### config.mk
export PLATFORM = sky130hd
export DESIGN_NAME = ui_sched_flat
export DESIGN_NICKNAME = d
export VERILOG_FILES = /design/src/rtl/clock_pkg.sv /design/src/rtl/ui_sched_if.sv /design/src/rtl/ui_sched_idle_timer.sv /design/src/rtl/ui_sched.sv /design/src/flat_wrapper.sv
export SDC_FILE = /design/constraint.sdc
export NUM_CORES = 1
export LEC_CHECK = 0
export CORE_ASPECT_RATIO = 1.2
export CORE_MARGIN = 2
export CORE_UTILIZATION = 49
export DETAILED_ROUTE_END_ITERATION = 7
export HOLD_SLACK_MARGIN = 0.03
export PLACE_DENSITY = 0.9
export SYNTH_ARGS = -nofsm -noshare
export SYNTH_HDL_FRONTEND = slang
export SYNTH_SLANG_ARGS = --single-unit
export TNS_END_PERCENT = 30
### constraint.sdc
create_clock -name clk -period 3.1 [get_ports clk]
set_clock_uncertainty 0.15 [all_clocks]
set_input_delay 0.465 -clock clk [delete_from_list [all_inputs] [get_ports clk]]
set_output_delay 0.465 -clock clk [all_outputs]
set_load 0.05 [all_outputs]
### src/rtl/clock_pkg.sv
// clock_pkg: shared unit indices, front-panel state enum and button priority order.
package clock_pkg;

    localparam int UNIT_TIME  = 0;
    localparam int UNIT_DATE  = 1;
    localparam int UNIT_ALARM = 2;
    localparam int UNIT_TIMER = 3;

    typedef enum logic {VIEW, EDIT} state_t;

    typedef enum logic [2:0] {
        BTN_NONE, BTN_ESC, BTN_ENTER, BTN_UP, BTN_DOWN, BTN_LEFT, BTN_RIGHT
    } btn_t;

    // b = {esc, enter, up, down, left, right}; highest-priority press wins
    function automatic btn_t pick_btn(logic [5:0] b);
        return b[5] ? BTN_ESC : b[4] ? BTN_ENTER : b[3] ? BTN_UP :
               b[2] ? BTN_DOWN : b[1] ? BTN_LEFT : b[0] ? BTN_RIGHT : BTN_NONE;
    endfunction

endpackage

### src/rtl/ui_sched_if.sv
// ui_sched_if: button inputs and unit-routing outputs of the front-panel scheduler.
interface ui_sched_if #(
    parameter int NUM_UNITS  = 4,
    parameter int NUM_FIELDS = 3
);
    logic                          up, down, left, right, enter, esc, tick;
    logic [$clog2(NUM_UNITS)-1:0]  unit_sel;
    logic [NUM_UNITS-1:0]          edit_en, commit, abort;
    logic [$clog2(NUM_FIELDS)-1:0] field;
    logic                          inc, dec, blink;

    modport master (
        output up, down, left, right, enter, esc, tick,
        input  unit_sel, edit_en, field, inc, dec, commit, abort, blink
    );

    modport slave (
        input  up, down, left, right, enter, esc, tick,
        output unit_sel, edit_en, field, inc, dec, commit, abort, blink
    );
endinterface

### src/rtl/ui_sched_idle_timer.sv
// idle_timer: counts ticks while enabled; expire pulses on the tick that reaches TIMEOUT_S.
module idle_timer #(
    parameter int TIMEOUT_S = 30
) (
    input  logic clk,
    input  logic rst,
    input  logic en,
    input  logic clr,
    input  logic tick,
    output logic expire
);
    localparam int CW = $clog2(TIMEOUT_S + 1);

    logic [CW-1:0] cnt_q, cnt_d;

    // a coinciding clear beats the expiring tick
    assign expire = en && !clr && tick && (cnt_q == CW'(TIMEOUT_S - 1));

    always_comb begin
        cnt_d = (!en || clr || expire) ? '0 : tick ? cnt_q + 1'b1 : cnt_q;
    end

    always_ff @(posedge clk or posedge rst) begin
        if (rst) cnt_q <= '0;
        else     cnt_q <= cnt_d;
    end
endmodule

### src/rtl/ui_sched.sv
// ui_sched: routes panel buttons to one unit and runs the VIEW/EDIT state machine.
// Define UI_AUTO_EXIT_EN to auto-abort an edit after TIMEOUT_S idle ticks.
module ui_sched
    import clock_pkg::*;
#(
    parameter int NUM_UNITS  = 4,
    parameter int NUM_FIELDS = 3
`ifdef UI_AUTO_EXIT_EN
    , parameter int TIMEOUT_S = 30
`endif
) (
    input logic       clk,
    input logic       rst,
    ui_sched_if.slave ui
);
    localparam int UW = $clog2(NUM_UNITS);
    localparam int FW = $clog2(NUM_FIELDS);
    localparam logic [UW-1:0] UMAX = UW'(NUM_UNITS - 1);
    localparam logic [FW-1:0] FMAX = FW'(NUM_FIELDS - 1);

    state_t               state_q, state_d;
    logic [UW-1:0]        unit_q, unit_d;
    logic [FW-1:0]        field_q, field_d;
    logic                 blink_q, blink_d, inc_q, inc_d, dec_q, dec_d;
    logic [NUM_UNITS-1:0] edit_en_q, edit_en_d, commit_q, commit_d, abort_q, abort_d;
    logic [NUM_UNITS-1:0] sel_oh;
    logic [5:0]           btns;
    btn_t                 btn;
    logic                 expire;

    assign btns   = {ui.esc, ui.enter, ui.up, ui.down, ui.left, ui.right};
    assign btn    = pick_btn(btns);
    assign sel_oh = NUM_UNITS'(1) << unit_q;

`ifdef UI_AUTO_EXIT_EN
    idle_timer #(.TIMEOUT_S(TIMEOUT_S)) u_idle (
        .clk    (clk),
        .rst    (rst),
        .en     (state_q == EDIT),
        .clr    (|btns),
        .tick   (ui.tick),
        .expire (expire)
    );
`else
    assign expire = 1'b0;
`endif

    always_comb begin
        state_d  = state_q;
        unit_d   = unit_q;
        field_d  = field_q;
        blink_d  = blink_q;
        inc_d    = 1'b0;
        dec_d    = 1'b0;
        commit_d = '0;
        abort_d  = '0;
        if (state_q == VIEW) begin
            if (btn == BTN_RIGHT) unit_d = (unit_q == UMAX) ? '0 : unit_q + 1'b1;
            if (btn == BTN_LEFT)  unit_d = (unit_q == '0) ? UMAX : unit_q - 1'b1;
            if (btn == BTN_ENTER) begin
                state_d = EDIT;
                field_d = '0;
                blink_d = 1'b1;
            end
        end else begin
            blink_d = ui.tick ? !blink_q : blink_q;
            inc_d   = (btn == BTN_UP);
            dec_d   = (btn == BTN_DOWN);
            if (btn == BTN_RIGHT) field_d = (field_q == FMAX) ? '0 : field_q + 1'b1;
            if (btn == BTN_LEFT)  field_d = (field_q == '0) ? FMAX : field_q - 1'b1;
            commit_d = (btn == BTN_ENTER) ? sel_oh : '0;
            abort_d  = (btn == BTN_ESC || expire) ? sel_oh : '0;
            if (btn == BTN_ENTER || btn == BTN_ESC || expire) begin
                state_d = VIEW;
                field_d = '0;
                blink_d = 1'b0;
            end
        end
        // edit_en tracks the next state so it drops together with commit/abort
        edit_en_d = (state_d == EDIT) ? (NUM_UNITS'(1) << unit_d) : '0;
    end

    always_ff @(posedge clk or posedge rst) begin
        if (rst) begin
            state_q   <= VIEW;
            unit_q    <= UW'(UNIT_TIME);
            field_q   <= '0;
            blink_q   <= 1'b0;
            inc_q     <= 1'b0;
            dec_q     <= 1'b0;
            edit_en_q <= '0;
            commit_q  <= '0;
            abort_q   <= '0;
        end else begin
            state_q   <= state_d;
            unit_q    <= unit_d;
            field_q   <= field_d;
            blink_q   <= blink_d;
            inc_q     <= inc_d;
            dec_q     <= dec_d;
            edit_en_q <= edit_en_d;
            commit_q  <= commit_d;
            abort_q   <= abort_d;
        end
    end

    assign ui.unit_sel = unit_q;
    assign ui.field    = field_q;
    assign ui.blink    = blink_q;
    assign ui.inc      = inc_q;
    assign ui.dec      = dec_q;
    assign ui.edit_en  = edit_en_q;
    assign ui.commit   = commit_q;
    assign ui.abort    = abort_q;
endmodule

### src/flat_wrapper.sv
// flat-port wrapper written by rule: the top's interface ports become plain ports
module ui_sched_flat import clock_pkg::*;
#(
    parameter int NUM_UNITS  = 4,
    parameter int NUM_FIELDS = 3

)
  (clk, rst, ui_up, ui_down, ui_left, ui_right, ui_enter, ui_esc, ui_tick, ui_unit_sel, ui_edit_en, ui_field, ui_inc, ui_dec, ui_commit, ui_abort, ui_blink);
  ui_sched_if #(.NUM_UNITS(NUM_UNITS), .NUM_FIELDS(NUM_FIELDS)) ui_i ();
  input logic clk;
  input logic rst;
  input wire logic [$bits(ui_i.up)-1:0] ui_up;
  input wire logic [$bits(ui_i.down)-1:0] ui_down;
  input wire logic [$bits(ui_i.left)-1:0] ui_left;
  input wire logic [$bits(ui_i.right)-1:0] ui_right;
  input wire logic [$bits(ui_i.enter)-1:0] ui_enter;
  input wire logic [$bits(ui_i.esc)-1:0] ui_esc;
  input wire logic [$bits(ui_i.tick)-1:0] ui_tick;
  output wire logic [$bits(ui_i.unit_sel)-1:0] ui_unit_sel;
  output wire logic [$bits(ui_i.edit_en)-1:0] ui_edit_en;
  output wire logic [$bits(ui_i.field)-1:0] ui_field;
  output wire logic [$bits(ui_i.inc)-1:0] ui_inc;
  output wire logic [$bits(ui_i.dec)-1:0] ui_dec;
  output wire logic [$bits(ui_i.commit)-1:0] ui_commit;
  output wire logic [$bits(ui_i.abort)-1:0] ui_abort;
  output wire logic [$bits(ui_i.blink)-1:0] ui_blink;
  assign ui_i.up = ui_up;
  assign ui_i.down = ui_down;
  assign ui_i.left = ui_left;
  assign ui_i.right = ui_right;
  assign ui_i.enter = ui_enter;
  assign ui_i.esc = ui_esc;
  assign ui_i.tick = ui_tick;
  assign ui_unit_sel = ui_i.unit_sel;
  assign ui_edit_en = ui_i.edit_en;
  assign ui_field = ui_i.field;
  assign ui_inc = ui_i.inc;
  assign ui_dec = ui_i.dec;
  assign ui_commit = ui_i.commit;
  assign ui_abort = ui_i.abort;
  assign ui_blink = ui_i.blink;
  ui_sched #(.NUM_UNITS(NUM_UNITS), .NUM_FIELDS(NUM_FIELDS)) u_core (.clk(clk), .rst(rst), .ui(ui_i));
endmodule
==> flow_summary.yaml <==
worst_setup_path:
  cp_data_required_time_ns: 3.16
  startpoint_type: "input port"
  critPathLaunch: "ui_esc"
  slowest_delay_ns: 0.61
  r2r_end: "u_core.ui.edit_en[2]"
  arrival_ns: 2.41
  rrSetupSlack_ns: 1.20
  critPathSlowestCell: "or4_4"
  cp_cell_sequence: "clkdlybuf4s50_1, or4_4, or2_1, a211o_1, nor2b_4"
  r2r_start: "u_core.ui.unit_sel[0]"
  critical_path.endpoint_type: "flip-flop"
  worstSetupPathType: "in -> reg"
  path_max_fanout: 10
  worstRegToRegCells: 5
die:
  io_pins: 28
  die_h_um: 52.51
  start_util_pct: 51.93
  core_sq_um: 1851
  dieArea_sq_um: 2333
  die-width_um: 44.43
  fp-row-count: 17
clock_tree:
  numCtsBuffers: 3
  clock-sinks: 20
  cts_setup_buffers: 0
  tritoncts: "built"
  root_buffer: "clkbuf_4"
  cts.path.max_buffers: 2
  insertion_delay_ns: 0.31
  path_clk_slew_ns: 0.13
  cts_resized: 0
  cts_htree_levels: 1
  cts_hold_buffers: 0
drt:
  vias: 734
  drc: 0
  drt-total-wl_um: 1823
  drt_iter0_drc: 9
  avgViaCountPerCell: 5.519
  antenna_left: 0
  wl_per_cell_um: 13.71
  firstDrtPassIters: 2
synthesis:
  synthTopCellsByCount: "20 x dfrtp_1, 7 x ha_1, 7 x inv_1, 7 x nand2_1"
  ys_warn_count: 0
  synth_nets: 102
  syn_area_sq_um: 960.9
  synth_area_leader_cell: "dfrtp_1"
  async_flop_share_pct: 100.0
  yosysSeqAreaShare_pct: 52.08
  synth-main-ff-cell: "dfrtp_1"
  synth_enable_flop_cells: 0
  synth_area_per_cell_sq_um: 11.17
  yosys.cell_types.count: 28
  synth_top_area_share_pct: 52.08
  synth_most_common_cell: "dfrtp_1"
  synth_area_leaders: "dfrtp_1 52%, ha_1 9.1%, and3_1 3.9%"
  synth_cells: 86
  ys_ff_latch: 20
sta:
  slew_viol_final: 0
  setup_viol: 0
  fmax_mhz: 424.0
  hold_viol: 0
  tightest_slew_ns: 0.7146
  timing.hold.ws_ns: 0.4004
  rsz0062_at_grt: "no"
  post-route-period-util_pct: 76.07
  fin_setup_tns_ns: 0
  post-route-min-period_ns: 2.358
  slew_headroom_pct: 52.31
placement:
  portBuffers: 27
  place_congestion: 0.8497
  dp.cells: 129
  dp_hpwl_um: 1345
  dpl_cell_area_sq_um: 1236
global_routing:
  grt_first_pass_wirelength_um: 3049
  antenna_found_initial: 0
  grtUsageTotal_pct: 18.52
  grt_max_degree: 21
  grt_pass1_vias: 742
  grt-ovfl-total: 0
pwr:
  total_power_uw: 766.5
  clock_power_share_pct: 28.3
  switching_share_pct: 34.26
  p_seq_share_pct: 41.0
  leakage_nw: 0.6194
  internal_power_uw: 503.9
  max-vdd-ir-drop_mv: 0.3908
  comb_power_share_pct: 30.7
  p_per_area_nw_per_um2: 594.8
  p_sw_uw: 262.6
layout:
  insertedDiodeCount: 0
  finalNonFillerCells: 133
  drive_gt1_share_pct: 8.772
  fin_area_sq_um: 1289
  regArea_sq_um: 500.5
  multi_input_area_sq_um: 415.4
  synthToLayoutAreaGrowth_pct: 34.11
  n_fill_cell: 138
  fin_nets: 131
job:
  maxCapViolations: 0
status:
  status: "finished, final reports clean"
hold_path:
  min_path_type: "in -> async"
==> layout by cell type, fill, tap and decap left out <==
master,instances
clkdlybuf4s50_1,27
mux2i_1,2
nand3b_1,1
nor4b_1,2
xnor2_1,1
a21oi_1,1
ha_1,7
clkbuf_4,3
and3_1,6
and2_1,4
dfrtp_1,20
and4b_1,1
o21ai_0,2
nor2_1,6
nand2_1,7
o22ai_1,3
or2_1,1
or4_4,1
nor2b_1,1
nand2b_1,1
a211o_1,1
o32ai_1,1
nand3_1,1
or2_2,1
a221o_1,1
inv_1,7
mux2_2,2
bufinv_16,1
nor2b_4,2
==> sequential cells by signal, indices dropped and copies added, names as in the netlist <==
| name | cells |
|---|---|
| u_core.ui.unit_sel | 2 |
| u_core.ui.dec | 1 |
| u_core.ui.inc | 1 |
| u_core.ui.blink | 1 |
| u_core.ui.field | 2 |
| u_core.ui.edit_en | 4 |
| u_core.state_q | 1 |
| u_core.ui.commit | 4 |
| u_core.ui.abort | 4 |
==> layout make-up <==
cell class | count | share of cell area [%]
Tap cell | 19 | 1.845
Clock buffer | 3 | 1.748
Timing Repair Buffer | 27 | 20.97
Sequential cell | 20 | 38.83
Multi-Input combinational cell | 56 | 32.23
Inverter | 7 | 2.039
Clock inverter | 1 | 2.330
==> how the worst max path moves through the flow <==
stage,depth (start not counted),slack [ns],endpoint
after global routing,1,0.71,ui_unit_sel[0]
after global placement,5,0.49,u_core.ui.edit_en[3]
after detailed placement,5,0.44,u_core.ui.edit_en[2]
final,5,0.74,u_core.ui.edit_en[2]
after CTS,5,0.76,u_core.ui.edit_en[2]
after floorplan,5,1.01,u_core.ui.edit_en[3]
==> routing by layer <==
layer	routed length [um]	global-route usage [%]
met5	0	0
met1	679	17.07
met2	1042	35.29
met4	48	12.12
met3	52	3.793
==> worst max-delay path, delay by kind of cell <==
kind | cells | cell delay [ns]
AOI/OAI and AO/OA | 1 | 0.36
and+or+nand+nor | 3 | 1.01
buffers and inverters | 1 | 0.57
==> power groups by stage <==
stage	clock [mW]	combinational [mW]	sequential, mW
4_1_cts	0.216	0.236	0.314
5_1_grt	0.232	0.256	0.317
2_1_floorplan	0	0.0855	0.387
3_3_place_gp	0	0.231	0.317
6_report	0.217	0.236	0.314
3_5_place_dp	0	0.235	0.319
==> cell families after synthesis <==
group | Yosys count | share of synthesized area [%]
adder cells (fa/ha/maj) | 7 | 9.114
buffers and inverters | 10 | 4.688
AND/OR/NAND/NOR | 35 | 22.40
AO/OA/AOI/OAI | 9 | 6.380
multiplexers | 4 | 4.427
flip-flops | 20 | 52.08
XOR/XNOR | 1 | 0.9116
==> per-stage QoR <==
step / setup slack (ns) / util, %
after detailed placement: 0.4424 / 66.80
after global routing: 0.7133 / 69.64
final: 0.7417 / 69.64
after CTS: 0.7642 / 69.64
after global placement: 0.4927 / 66.80
after floorplan: 1.011 / -
No activity file was read; power rests on OpenSTA's default activity.
